**config.mk**
```make
export PLATFORM = sky130hd
export DESIGN_NAME = dbus_to_cbus_mp
export DESIGN_NICKNAME = d
export VERILOG_FILES = /design/src/rtl/dbus_to_cbus_mp.sv
export SDC_FILE = /design/constraint.sdc
export NUM_CORES = 1
export LEC_CHECK = 0
export ABC_AREA = 1
export CORE_AREA = 3 3 125 127
export DETAILED_ROUTE_END_ITERATION = 16
export DIE_AREA = 0 0 128 130
export GPL_TIMING_DRIVEN = 0
export PLACE_DENSITY_LB_ADDON = 0.1
export SYNTH_ARGS = -nofsm -noshare
export SYNTH_HDL_FRONTEND = slang
export SYNTH_SLANG_ARGS = --single-unit
```
**constraint.sdc**
```tcl
create_clock -name clk -period 2.8 [get_ports clk]
set_input_delay 0.42 -clock clk [delete_from_list [all_inputs] [get_ports clk]]
set_output_delay 0.42 -clock clk [all_outputs]
set_load 0.02 [all_outputs]
```
**src/rtl/dbus_to_cbus_mp.sv**
```systemverilog
// Registered multi-port DBus-to-CBus bridge: arbitrates NUM_PORTS masters, holds one request, issues it as a single-beat CBus transaction.
// Define DBUS_BRIDGE_RR_EN for round-robin arbitration; otherwise fixed priority (lowest index wins).
package dbus_to_cbus_mp_pkg;
  typedef logic [2:0] msize_t;
  typedef logic [3:0] mlen_t;
  typedef logic [1:0] axi_burst_t;

  localparam mlen_t      MLEN1           = 4'd0;
  localparam axi_burst_t AXI_BURST_FIXED = 2'b00;

  typedef struct packed {
    logic        valid;
    logic [31:0] addr;
    msize_t      size;
    logic [3:0]  strobe;
    logic [31:0] data;
  } dbus_req_t;

  typedef struct packed {
    logic        addr_ok;
    logic        data_ok;
    logic [31:0] data;
  } dbus_resp_t;

  typedef struct packed {
    logic        valid;
    logic        is_write;
    msize_t      size;
    logic [31:0] addr;
    logic [3:0]  strobe;
    logic [31:0] data;
    mlen_t       len;
    axi_burst_t  burst;
  } cbus_req_t;

  typedef struct packed {
    logic        ready;
    logic        last;
    logic [31:0] data;
  } cbus_resp_t;
endpackage

module dbus_to_cbus_mp
  import dbus_to_cbus_mp_pkg::*;
#(
  parameter int NUM_PORTS = 2,
  parameter int PORT_W    = (NUM_PORTS > 1) ? $clog2(NUM_PORTS) : 1
) (
  input  logic                        clk,
  input  logic                        reset,
  input  dbus_req_t  [NUM_PORTS-1:0]  dreq,
  output dbus_resp_t [NUM_PORTS-1:0]  dresp,
  output cbus_req_t                   dcreq,
  input  cbus_resp_t                  dcresp,
  output logic                        busy,
  output logic       [PORT_W-1:0]     grant
);

  typedef enum logic {IDLE, BUSY} state_t;

  state_t          state, state_nxt;
  logic [31:0]     hold_addr, hold_data;
  msize_t          hold_size;
  logic [3:0]      hold_strobe;
  logic [PORT_W-1:0] hold_port;

  logic              any_valid;
  logic [PORT_W-1:0] win;
  logic              okay;
  logic              capture;

`ifdef DBUS_BRIDGE_RR_EN
  logic [PORT_W-1:0] rr_last;
  logic [PORT_W-1:0] cand;

  // Search starts one past the previous winner so every requester is served in turn.
  always_comb begin
    any_valid = 1'b0;
    win       = '0;
    cand      = '0;
    for (int k = 1; k <= NUM_PORTS; k++) begin
      cand = PORT_W'((int'(rr_last) + k) % NUM_PORTS);
      if (!any_valid && dreq[cand].valid) begin
        any_valid = 1'b1;
        win       = cand;
      end
    end
  end

  always_ff @(posedge clk or posedge reset) begin
    if (reset)        rr_last <= PORT_W'(NUM_PORTS - 1);
    else if (capture) rr_last <= win;
  end
`else
  // NOTE: every signal assigned in always_comb gets a default first, so no path leaves it unassigned and no latch is inferred.
  always_comb begin
    any_valid = 1'b0;
    win       = '0;
    for (int i = NUM_PORTS - 1; i >= 0; i--) begin
      if (dreq[i].valid) begin
        any_valid = 1'b1;
        win       = PORT_W'(i);
      end
    end
  end
`endif

  assign capture = (state == IDLE) && any_valid;
  assign okay    = (state == BUSY) && dcresp.ready && dcresp.last;

  always_comb begin
    state_nxt = state;
    case (state)
      IDLE:    if (any_valid) state_nxt = BUSY;
      BUSY:    if (okay)      state_nxt = IDLE;
      default: state_nxt = IDLE;
    endcase
  end

  // NOTE: sequential state uses non-blocking assignments so every register samples pre-edge values.
  // The holding registers are few and feed outputs, so they are reset too rather than left undefined.
  always_ff @(posedge clk or posedge reset) begin
    if (reset) begin
      state       <= IDLE;
      hold_addr   <= '0;
      hold_data   <= '0;
      hold_size   <= '0;
      hold_strobe <= '0;
      hold_port   <= '0;
    end else begin
      state <= state_nxt;
      if (capture) begin
        hold_addr   <= dreq[win].addr;
        hold_data   <= dreq[win].data;
        hold_size   <= dreq[win].size;
        hold_strobe <= dreq[win].strobe;
        hold_port   <= win;
      end
    end
  end

  // Responses are combinational from dcresp and state only; dreq never reaches dresp.
  always_comb begin
    dcreq = '0;
    dresp = '0;
    if (state == BUSY) begin
      dcreq.valid    = 1'b1;
      dcreq.is_write = |hold_strobe;
      dcreq.size     = hold_size;
      dcreq.addr     = hold_addr;
      dcreq.strobe   = hold_strobe;
      dcreq.data     = hold_data;
      dcreq.len      = MLEN1;
      dcreq.burst    = AXI_BURST_FIXED;
    end
    for (int i = 0; i < NUM_PORTS; i++) begin
      if (okay && hold_port == PORT_W'(i)) begin
        dresp[i].addr_ok = 1'b1;
        dresp[i].data_ok = 1'b1;
        dresp[i].data    = dcresp.data;
      end
    end
  end

  assign busy  = (state == BUSY);
  assign grant = hold_port;

endmodule

```
==> metrics.md, run 1 <==
| Metric | Value |
|---|---|
| Status | completed |
| Full die area | 0.01664 mm2 |
| Post-route minimum period | 2.728 ns |
| Yosys top cell area share | 0.3513 |
| Power density over the cells | 829.6 mW/mm2 |
| Leak | 5.376 nW |
| Share of post-route cells with drive strength above 1 | 0.05524 |
| I/O Buffers | 322 |
| Slowest stage delay, CP | 0.64 ns |
| Layout Nets | 1406 |
| Synth Register Bits | 73 |
| Most Frequent Cell on Critical Path | clkdlybuf4s50_1 |
| Hold Buf Count CTS | 0 |
| Placer Congestion | 0.8651 |
| Worst path cell trace | clkdlybuf4s50_1, nand3_1, nor2_4, inv_2, buf_2, nor2_1, clkdlybuf4s50_1 |
| CTS max path bufs | 2 |
| Max cap viols | 0 |
| Cell accounting for the most synthesized area | dfrtp_1 |
| Pin count of the biggest net entering global routing | 60 |
| Worst clock skew | 0.003945 ns |
| Residual DRC count | 0 |
| CP required | 2.38 ns |
| CTS Buf Count | 9 |
| Via Count | 6181 |
| Period utilization | 0.9742 |
| Crit path max-delay cell type | clkdlybuf4s50_1 |
| P&R area growth vs syn | 73.92% |
| DR pass1 iterations | 5 |
| CP endpoint kind | primary output |
| First-pass GRT wire length | 31160 um |
| Syn avg cell area | 5.862 um2 |
| I/O Pins | 329 |
| Buf/Inv on CP | 4 |
| Crit path DAT | 2.31 ns |
| Total Wirelength | 20550 um |
| Power Total | 7.503 mW |
| Synth Instances | 887 |
| Wire per inst | 14.52 um |
| Inserted Diodes | 0 |
| Fmax achieved | 366.6 MHz |
| Vias in the first global route | 5850 |
| Max_slew headroom | 0.6591 |
| Clk slew on worst S/H paths | 0.06 ns |
| Actual slew at the worst max-slew pin | 0.5113 ns |
| Number of distinct library cells after synthesis | 17 |
| Ys Warns | 0 |
| H-tree levels | 3 |
| Setup violators final | 0 |
| DR iter-0 viols | 332 |
| CTS tree | yes |
| DR vias/cell | 4.368 |
| Final hold violation count | 0 |
| Type of the most critical hold path | input port to async pin |
| Post-DP HPWL | 16420 um |
| Antenna-violating nets left | 0 |
| Pre-CTS setup slack | -0.2059 ns |
| Post-synthesis sequential area ratio | 0.3513 |
| Worst-Skew Late Latency | 0.33 ns |
| CP max FO | 10 |
| RSZ-0062 raised after global routing | no |
| Commonest non-fill, non-tap cell in the layout | clkdlybuf4s50_1 |
| Core area | 0.01453 mm2 |
| CP delay by family, top | buffers and inverters |
| Crit start category | input port |
| Synth Cell Area | 0.005200 mm2 |
| GRT Total Usage | 0.2393 |
| Synth top area cells | dfrtp_1 (35%), nand2_1 (21%), inv_1 (18%) |
| Starting Density | 0.3578 |
| Critical path class | input port to primary output |
| Root buf cell | clkbuf_16 |
| Cell row count | 44 |
| Peak VDD IR | 0.4798 mV |
| Hold WS | 0.3723 ns |
| Slew Viols, Final | 0 |
| Most used cells in the layout excluding fill and tap cells | clkdlybuf4s50_1 (313), nand2_1 (287), inv_1 (247), nand3_1 (143), dfrtp_1 (72) |
| Chip width | 128 um |
| Congestion Overflow GR | 0 |
| Clock sinks | 73 |
| Initial antenna violation count | 0 |
| PnR worst setup slack | 0.07210 ns |
| Die height | 130 um |
repair_timing:
action                                  in CTS  in global routing
buffers inserted                             0                  0
cloned                                       0                  0
endpoints found under the setup margin      53                 21
resized for setup                            6                 14
through the flow:
stage	cells	utilization	instance area, um2	TNS (ns)
global route	1415	0.6222	9044	0
detailed placement	1399	0.5987	8702	-2.158
CTS	1415	0.6207	9021	0
global placement	1398	0.5967	8672	-63.01
finish	1415	0.6222	9044	0
floorplan	892	-	5219	0
final timing paths:
check | startpoint | to | slack (ns) | cells past startpoint
worst max-delay path | dcresp[32] | dresp[6] | 0.07 | 7
worst min-delay path | reset | hold_data[27]$_DFFE_PP0P_ | 0.37 | 2
worst max register to register | busy$_DFF_PP0_ | hold_data[26]$_DFFE_PP0P_ | 1.32 | 4
worst min register to register | hold_data[25]$_DFFE_PP0P_ | hold_data[25]$_DFFE_PP0P_ | 0.48 | 2
max in group asynchronous | reset | busy$_DFF_PP0_ | 1.86 | 3
min in group clk | hold_data[25]$_DFFE_PP0P_ | hold_data[25]$_DFFE_PP0P_ | 0.48 | 2
report_power, final:
group          switching, mW  internal (mW)
sequential             0.300           1.58
combinational           2.48           1.95
clock                  0.432          0.762
final cells by class:
cell class	count	area, um2
clock buffers	14	274.0
inverters	250	940.9
plain buffers	59	342.8
fillers	1415	5490
flip-flops and latches	73	1828
repair buffers	323	3269
multi-input cells	510	2123
clock inverters	2	35.03
well taps	184	230.2
cell families after synthesis:
| logic type | count (synthesis) | share of synthesized area |
|---|---|---|
| AND/OR/NAND/NOR | 501 | 0.3975 |
| buffers and inverters | 309 | 0.2454 |
| flip-flops | 73 | 0.3513 |
| AO/OA/AOI/OAI | 3 | 0.005052 |
| other | 1 | 0.0007212 |
Yosys cell counts, drive strengths merged:
library cell  instances
nand2               288
inv                 250
nand3               143
dfrtp                73
nor2                 69
buf                  41
clkbuf               18
o21ai                 2
a21oi                 1
conb                  1
nand4                 1
per-layer routing:
layer | share of wire | track usage
met5 | 0 | 0
met4 | 0.034 | 0.09613
met3 | 0.082 | 0.06877
met2 | 0.50 | 0.4165
met1 | 0.39 | 0.2781
flip-flops by register name, summed over array words and instances (netlist names):
name         cells
hold_data       32
grant            1
hold_addr       32
hold_size        3
hold_strobe      4
busy             1
Note: power is estimated with default switching activity, not from simulation.
==> run 2: changes to the inputs <==
CTS_CLUSTER_DIAMETER = 120   (was not set)
==> results of run 2 <==
The final DEF is identical to that of run 1; final timing and power are the same.
